==> config.mk <==
export PLATFORM = sky130hd
export DESIGN_NAME = abc_compressor_flat
export DESIGN_NICKNAME = d
export VERILOG_FILES = /design/src/rtl/abc_compressor_pkg.sv /design/src/rtl/abc_compressor_if.sv /design/src/rtl/abc_compressor_gr_encoder.sv /design/src/rtl/abc_compressor.sv /design/src/flat_wrapper.sv
export SDC_FILE = /design/constraint.sdc
export NUM_CORES = 1
export LEC_CHECK = 0
export ABC_CLOCK_PERIOD_IN_PS = 7700
export CELL_PAD_IN_SITES_DETAIL_PLACEMENT = 0
export CELL_PAD_IN_SITES_GLOBAL_PLACEMENT = 1
export CORE_MARGIN = 2
export CORE_UTILIZATION = 46
export CTS_BUF_LIST = sky130_fd_sc_hd__clkbuf_4 sky130_fd_sc_hd__clkbuf_8
export DETAILED_ROUTE_END_ITERATION = 7
export HOLD_SLACK_MARGIN = 0.08
export PLACE_DENSITY = 0.84
export SYNTH_ARGS = -nofsm -noshare
export SYNTH_HDL_FRONTEND = slang
export SYNTH_HIERARCHICAL = 1
export SYNTH_SLANG_ARGS = --single-unit
export TNS_END_PERCENT = 5
==> constraint.sdc <==
create_clock -name clk -period 7.7 [get_ports clk]
set_input_delay 0.77 -clock clk [delete_from_list [all_inputs] [get_ports clk]]
set_output_delay 0.77 -clock clk [all_outputs]
set_load 0.03 [all_outputs]
==> src/rtl/abc_compressor_pkg.sv <==
// Shared widths, code-type encodings and k-selection helpers for the ABC ECG compressor.
package abc_compressor_pkg;

  localparam int SAMPLE_W  = 16;
  localparam int DELTA_W   = SAMPLE_W + 1;
  localparam int RUN_W     = 6;
  localparam int IDX_W     = 3;
  localparam int N_SAMPLES = 8;
  localparam int SUM_W     = 20;
  localparam int UNARY_W   = 7;
  localparam int K_W       = 3;
  localparam int WORD_W    = UNARY_W + 5;
  localparam int G1_W      = UNARY_W + 3;
  localparam int G2_W      = UNARY_W + 4;
  localparam int G3_W      = WORD_W;
  localparam int ANSR_W    = RUN_W + 2;
  localparam int Q_MAX     = UNARY_W - 1;

  localparam logic [SUM_W-1:0]   K_TH_LO    = 20'd128;
  localparam logic [SUM_W-1:0]   K_TH_HI    = 20'd256;
  localparam logic [K_W-1:0]     K_SMALL    = 3'd3;
  localparam logic [K_W-1:0]     K_MID      = 3'd4;
  localparam logic [K_W-1:0]     K_LARGE    = 3'd5;
  localparam logic [RUN_W-1:0]   RUN_MAX    = '1;
  localparam logic [1:0]         RUN_TAG    = 2'b10;
  localparam logic [IDX_W-1:0]   IDX_LAST   = '1;
  localparam logic [UNARY_W-1:0] UNARY_ONES = '1;

  typedef enum logic [1:0] {
    CODE_ZERO   = 2'd0,
    CODE_GR     = 2'd1,
    CODE_ESC    = 2'd2,
    CODE_UNUSED = 2'd3
  } code_e;

  // Sign-extend both operands so the 17-bit difference never overflows.
  function automatic logic signed [DELTA_W-1:0] delta(input logic signed [SAMPLE_W-1:0] cur,
                                                      input logic signed [SAMPLE_W-1:0] prev);
    return {cur[SAMPLE_W-1], cur} - {prev[SAMPLE_W-1], prev};
  endfunction

  function automatic logic [DELTA_W-1:0] abs_delta(input logic signed [DELTA_W-1:0] d);
    return d[DELTA_W-1] ? -d : d;
  endfunction

  function automatic logic [K_W-1:0] k_from_sum(input logic [SUM_W-1:0] s);
    if (s < K_TH_LO) return K_SMALL;
    if (s < K_TH_HI) return K_MID;
    return K_LARGE;
  endfunction

endpackage

==> src/rtl/abc_compressor_if.sv <==
// Block-level bus of the compressor: one 8-sample block in, one coded sample out per cycle.
interface abc_compressor_if
  import abc_compressor_pkg::*;
();

  // No valid/ready: the source holds a block stable for 8 cycles starting at idx 0,
  // and every cycle the compressor emits the registered result of one sample.
  logic signed [SAMPLE_W-1:0] x1, x2, x3, x4, x5, x6, x7, x8;
  logic signed [SAMPLE_W-1:0] b;
  logic [RUN_W-1:0]           cin;
  logic [RUN_W-1:0]           cout;
  logic [1:0]                 a;
  logic [K_W-1:0]             k;
  logic [ANSR_W-1:0]          ansr;
  logic [G1_W-1:0]            ansg1;
  logic [G2_W-1:0]            ansg2;
  logic [G3_W-1:0]            ansg3;
  logic [IDX_W-1:0]           idx;

  modport master (
    output x1, x2, x3, x4, x5, x6, x7, x8, b, cin,
    input  cout, a, k, ansr, ansg1, ansg2, ansg3, idx
  );

  modport slave (
    input  x1, x2, x3, x4, x5, x6, x7, x8, b, cin,
    output cout, a, k, ansr, ansg1, ansg2, ansg3, idx
  );

endinterface

==> src/rtl/abc_compressor_gr_encoder.sv <==
// Combinational Golomb-Rice coder for one delta: zigzag map, unary quotient, k-bit remainder.
module abc_gr_encoder
  import abc_compressor_pkg::*;
(
  input  logic signed [DELTA_W-1:0] d_i,
  input  logic [K_W-1:0]            k_i,
  output code_e                     a_o,
  output logic [WORD_W-1:0]         word_o
);

  logic [DELTA_W:0]   u;
  logic [DELTA_W:0]   q;
  logic [UNARY_W-1:0] f;

  always_comb begin
    // Zigzag: -2d-1 is the bitwise inverse of 2d, so negatives need no adder.
    u      = d_i[DELTA_W-1] ? ~{d_i, 1'b0} : {d_i, 1'b0};
    q      = u >> k_i;
    f      = ~(UNARY_ONES >> q[2:0]);
    a_o    = CODE_ZERO;
    word_o = '0;
    if (d_i != '0) begin
      if (q <= (DELTA_W + 1)'(Q_MAX)) begin
        a_o = CODE_GR;
        case (k_i)
          K_SMALL: word_o = {{(WORD_W - G1_W){1'b0}}, f, u[2:0]};
          K_MID:   word_o = {{(WORD_W - G2_W){1'b0}}, f, u[3:0]};
          default: word_o = {f, u[4:0]};
        endcase
      end else begin
        a_o = CODE_ESC;
      end
    end
  end

endmodule

==> src/rtl/abc_compressor.sv <==
// ABC compressor top: captures an 8-sample block at idx 0, codes one sample per cycle
// with zero-run tracking and block-wide Golomb-Rice parameter selection.
module abc_compressor
  import abc_compressor_pkg::*;
(
  input logic             clk,
  input logic             rst_n,
  abc_compressor_if.slave bus
);

  logic [IDX_W-1:0]           idx_q;
  logic signed [SAMPLE_W-1:0] x_q  [N_SAMPLES];
  logic signed [SAMPLE_W-1:0] x_in [N_SAMPLES];
  logic signed [DELTA_W-1:0]  d_port [N_SAMPLES];
  logic signed [DELTA_W-1:0]  d_cur;
  logic [SUM_W-1:0]           sum_abs;
  logic [K_W-1:0]             k_port, k_q, k_d;
  logic [RUN_W-1:0]           run_q, run_d, run_in, run_inc, cout_q;
  logic [ANSR_W-1:0]          ansr_q, ansr_d;
  logic [G1_W-1:0]            g1_q, g1_d;
  logic [G2_W-1:0]            g2_q, g2_d;
  logic [G3_W-1:0]            g3_q, g3_d;
  code_e                      a_q, enc_a;
  logic [WORD_W-1:0]          enc_word;

  assign x_in[0] = bus.x1;
  assign x_in[1] = bus.x2;
  assign x_in[2] = bus.x3;
  assign x_in[3] = bus.x4;
  assign x_in[4] = bus.x5;
  assign x_in[5] = bus.x6;
  assign x_in[6] = bus.x7;
  assign x_in[7] = bus.x8;

  // k covers the whole block, so all eight deltas are formed from the ports at idx 0.
  always_comb begin
    d_port[0] = delta(x_in[0], bus.b);
    sum_abs   = SUM_W'(abs_delta(d_port[0]));
    for (int j = 1; j < N_SAMPLES; j++) begin
      d_port[j] = delta(x_in[j], x_in[j-1]);
      sum_abs   = sum_abs + SUM_W'(abs_delta(d_port[j]));
    end
    k_port = k_from_sum(sum_abs);
  end

  always_comb begin
    if (idx_q == '0) begin
      d_cur  = d_port[0];
      k_d    = k_port;
      run_in = bus.cin;
    end else begin
      d_cur  = delta(x_q[idx_q], x_q[idx_q - IDX_W'(1)]);
      k_d    = k_q;
      run_in = run_q;
    end
    run_inc = run_in + RUN_W'(1);
    run_d   = '0;
    ansr_d  = '0;
    if (d_cur == '0) begin
      if (run_inc == RUN_MAX) ansr_d = {RUN_TAG, RUN_MAX};
      else                    run_d  = run_inc;
    end else if (run_in != '0) begin
      ansr_d = {RUN_TAG, run_in};
    end
  end

  abc_gr_encoder u_enc (
    .d_i    (d_cur),
    .k_i    (k_d),
    .a_o    (enc_a),
    .word_o (enc_word)
  );

  assign g1_d = (k_d == K_SMALL) ? enc_word[G1_W-1:0] : '0;
  assign g2_d = (k_d == K_MID)   ? enc_word[G2_W-1:0] : '0;
  assign g3_d = (k_d == K_LARGE) ? enc_word           : '0;

  always_ff @(posedge clk or negedge rst_n) begin
    if (!rst_n) begin
      idx_q  <= '0;
      run_q  <= '0;
      k_q    <= '0;
      cout_q <= '0;
      a_q    <= CODE_ZERO;
      ansr_q <= '0;
      g1_q   <= '0;
      g2_q   <= '0;
      g3_q   <= '0;
      for (int j = 0; j < N_SAMPLES; j++) x_q[j] <= '0;
    end else begin
      idx_q  <= idx_q + IDX_W'(1);
      if (idx_q == '0) x_q <= x_in;
      k_q    <= k_d;
      run_q  <= run_d;
      a_q    <= enc_a;
      ansr_q <= ansr_d;
      g1_q   <= g1_d;
      g2_q   <= g2_d;
      g3_q   <= g3_d;
      if (idx_q == IDX_LAST) cout_q <= run_d;
    end
  end

  assign bus.a     = a_q;
  assign bus.k     = k_q;
  assign bus.ansr  = ansr_q;
  assign bus.ansg1 = g1_q;
  assign bus.ansg2 = g2_q;
  assign bus.ansg3 = g3_q;
  assign bus.cout  = cout_q;
  assign bus.idx   = idx_q;

endmodule

==> src/flat_wrapper.sv <==
// flat-port wrapper written by rule: the top's interface ports become plain ports
module abc_compressor_flat import abc_compressor_pkg::*;
  (clk, rst_n, bus_x1, bus_x2, bus_x3, bus_x4, bus_x5, bus_x6, bus_x7, bus_x8, bus_b, bus_cin, bus_cout, bus_a, bus_k, bus_ansr, bus_ansg1, bus_ansg2, bus_ansg3, bus_idx);
  abc_compressor_if bus_i ();
  input logic clk;
  input logic rst_n;
  input wire logic [$bits(bus_i.x1)-1:0] bus_x1;
  input wire logic [$bits(bus_i.x2)-1:0] bus_x2;
  input wire logic [$bits(bus_i.x3)-1:0] bus_x3;
  input wire logic [$bits(bus_i.x4)-1:0] bus_x4;
  input wire logic [$bits(bus_i.x5)-1:0] bus_x5;
  input wire logic [$bits(bus_i.x6)-1:0] bus_x6;
  input wire logic [$bits(bus_i.x7)-1:0] bus_x7;
  input wire logic [$bits(bus_i.x8)-1:0] bus_x8;
  input wire logic [$bits(bus_i.b)-1:0] bus_b;
  input wire logic [$bits(bus_i.cin)-1:0] bus_cin;
  output wire logic [$bits(bus_i.cout)-1:0] bus_cout;
  output wire logic [$bits(bus_i.a)-1:0] bus_a;
  output wire logic [$bits(bus_i.k)-1:0] bus_k;
  output wire logic [$bits(bus_i.ansr)-1:0] bus_ansr;
  output wire logic [$bits(bus_i.ansg1)-1:0] bus_ansg1;
  output wire logic [$bits(bus_i.ansg2)-1:0] bus_ansg2;
  output wire logic [$bits(bus_i.ansg3)-1:0] bus_ansg3;
  output wire logic [$bits(bus_i.idx)-1:0] bus_idx;
  assign bus_i.x1 = bus_x1;
  assign bus_i.x2 = bus_x2;
  assign bus_i.x3 = bus_x3;
  assign bus_i.x4 = bus_x4;
  assign bus_i.x5 = bus_x5;
  assign bus_i.x6 = bus_x6;
  assign bus_i.x7 = bus_x7;
  assign bus_i.x8 = bus_x8;
  assign bus_i.b = bus_b;
  assign bus_i.cin = bus_cin;
  assign bus_cout = bus_i.cout;
  assign bus_a = bus_i.a;
  assign bus_k = bus_i.k;
  assign bus_ansr = bus_i.ansr;
  assign bus_ansg1 = bus_i.ansg1;
  assign bus_ansg2 = bus_i.ansg2;
  assign bus_ansg3 = bus_i.ansg3;
  assign bus_idx = bus_i.idx;
  abc_compressor u_core (.clk(clk), .rst_n(rst_n), .bus(bus_i));
endmodule
==> results.md <==
- Worst hold-check path type: input port to async pin
- Achievable Freq: 108 MHz
- Iteration-0 DRC count of the detailed router: 1600
- RePlAce Congestion: about 1.0
- Core area: 0.0486 mm^2
- Total GRT Usage: a little over a third
- Setup Skew: ~22 ps
- Syn_nets: about 3.1k
- Yosys reg bits: ~190
- RSZ-0062 raised after global routing: true
- Clock sink count: about 190
- DRC Markers: 0
- Worst R2R Start: u_core/bus.idx[0]
- FILL cells: 3938
- First-pass GRT wire length: around 130 mm
- Max-cap violations: 0
- Slew Viols, Final: 0
- Slowest cell on crit path: fa_2
- Synth area leader: dfrtp_1
- Crit path largest cell delay: 590 ps
- DRT Wirelength: ~92 mm
- Top post-synthesis cells by area: dfrtp_1 21%, ha_1 9.9%, fa_1 9.5%
- PortBufs: ~200
- H-tree Lvls: 4
- Final worst path period share: 121%
- Critical path fanouts, max: 8
- Nets: around 4.0k
- Reg clk slew, reported paths: between 100 and 150 ps
- Row count: 81
- Crit Path Class: input port to register
- Die area: 0.0508 mm^2
- Syn avg cell area: 8.59 um^2
- Grt ovf: 0
- Rel. slew slack: about a quarter
- Distinct cells, synth: between 80 and 90
- EDFF count, synth: 0
- Die width: roughly 230 um
- Sequential element share of the synthesized area: between 20% and 30%
- Worst Path Arrival: about 9800 ps
- Asr flop ratio synth: 100%
- I/O pin total: between 200 and 250
- Top_reg_cell synth: dfrtp_1
- Share of cells above drive strength 1: approximately a third
- Root buf cell: clkbuf_8
- Initial antenna violation count: 3
- Num CTS Buffers: 17
- Cell count after synthesis: about 2.6k
- Critical path required time: between 8000 and 9000 ps
- Yosys warns: 6
- WL per Instance: roughly 22 um
- Vias: roughly 24k
- Initial DRT Pass Iterations: 6
- FF-to-FF path depth: 20
- Synthesized area: between 0.02 and 0.025 mm^2
- Commonest non-fill, non-tap cell in the layout: buf_4
- DRT antenna net count: 0
- Startpoint Class: input port
- Final setup fails: 38
- Failing checks: negative setup slack
- Commonest non-fill, non-tap cells in the layout: 834 x buf_4, 277 x inv_1, 255 x nand2_1
- Largest net degree at the start of global routing: ~130
- Initial Utilization: 46.4%
- Synth top area share: 20.8%
- Vias/cell: between 5 and 6
- Clk_lat worst skew: 600 ps
- CTS Buffer Depth: 2
- Crit end category: register
- Worst-margin pin slew: between 1000 and 1500 ps
- Final hold slack: 161 ps
- Final Critical Period: 9300 ps
- Detailed Place HPWL: between 70 and 80 mm
- CTS tree: yes
- Final Hold Fails: 0
- Setup WS post-layout: -1600 ps
- Vias in the first global route: about 24k
- Die height: about 230 um
- Capturing point of the worst reg2reg path: u_core/bus.ansg3[11]
- R2R setup slack: 1340 ps
- Status: finished, violations left
- Area delta synth->final: 48.7%
-- final cells by class --
type / instances / area (um^2) / area share, %
clock buffer: 17 / 234 / 0.697
sequential: 188 / 4710 / 14.0
timing repair buffer: 1053 / 8570 / 25.6
inverter: 314 / 1190 / 3.56
antenna: 2 / 5.00 / 0.0149
tap: 622 / 778 / 2.32
clock inverter: 15 / 194 / 0.578
multi-input combinational: 2035 / 17900 / 53.2
-- per-stage QoR --
stage / area [um^2] / instances / util [%] / worst slack [ps] / TNS, ps
global route: 33500 / 4245 / 69.0 / -1920 / -65250
CTS: 31900 / 4195 / 65.5 / -1860 / -63550
global placement: 31400 / 4162 / 64.5 / -2620 / -91720
finish: 33500 / 4246 / 69.0 / -1600 / -53550
floorplan: 22900 / 2627 / - / -1240 / -41620
detailed placement: 31400 / 4162 / 64.5 / -2820 / -99250
-- cells by family after synthesis --
| logic type | synth area share [%] |
|---|---|
| xor+xnor | 8.58 |
| buf+inv | 6.97 |
| flops | 20.8 |
| mux | 10.2 |
| other cells | 0.0166 |
| fa+ha+maj | 19.4 |
| compound gates | 17.6 |
| simple gates | 16.4 |
-- cell usage after synthesis (all sizes together), types with 35 or more instances --
cell / count
mux2i: 57
mux4: 65
xnor2: 130
nor3: 69
a21oi: 125
o21ai: 209
a31oi: 41
clkbuf: 70
dfrtp: 188
nor2: 158
nor2b: 50
a21o: 35
ha: 179
inv: 314
nand2: 261
xor2: 91
nand3: 37
fa: 107
-- routing by layer --
metal  vias up  GRT usage [%]  part of all wire [%]
li1      11200              -                     -
met1     11600           44.0                    41
met2       893           59.9                    48
met3       185           8.16                   7.0
met4         2           13.5                   4.2
met5         -              0                 0.020
-- critical path, delay by kind of cell --
family          cells  cell delay [ps]
xor+xnor            2              230
compound gates      7             1510
buf+inv             9             1450
fa+ha+maj           6             2620
mux                 2              500
simple gates       13             2710
-- what timing repair did --
item / in CTS / in global routing
hold buffers: 0 / 0
gates resized for setup: 20 / 297
pin swaps: 9 / 151
buffers inserted: 1 / 49
endpoints found under the setup margin: 38 / 38
-- worst max path at each step --
stage                   start                   to  slack, ps  cells after the start
floorplan           bus_x5[0]  u_core/bus.ansg2[4]      -1240                     36
global placement    bus_x3[0]  u_core/bus.ansg2[4]      -2620                     35
detailed placement  bus_x3[0]  u_core/bus.ansg2[4]      -2820                     35
CTS                 bus_x1[0]  u_core/bus.ansg2[5]      -1860                     41
global route        bus_x5[0]  u_core/bus.ansg2[4]      -1920                     41
finish              bus_x1[1]  u_core/bus.ansg2[4]      -1600                     39
-- sequential cells by signal (all words and copies together) (netlist names) --
signal            flops
u_core/bus.a          2
u_core/bus.ansg1     10
u_core/bus.ansg2     11
u_core/bus.ansg3     12
u_core/bus.ansr       7
u_core/bus.cout       6
u_core/bus.idx        3
u_core/bus.k          3
u_core/run_q          6
u_core/x_q          128
Power is not shown: default switching activity piles up to over one toggle a cycle in this logic, so the estimate is an artifact.
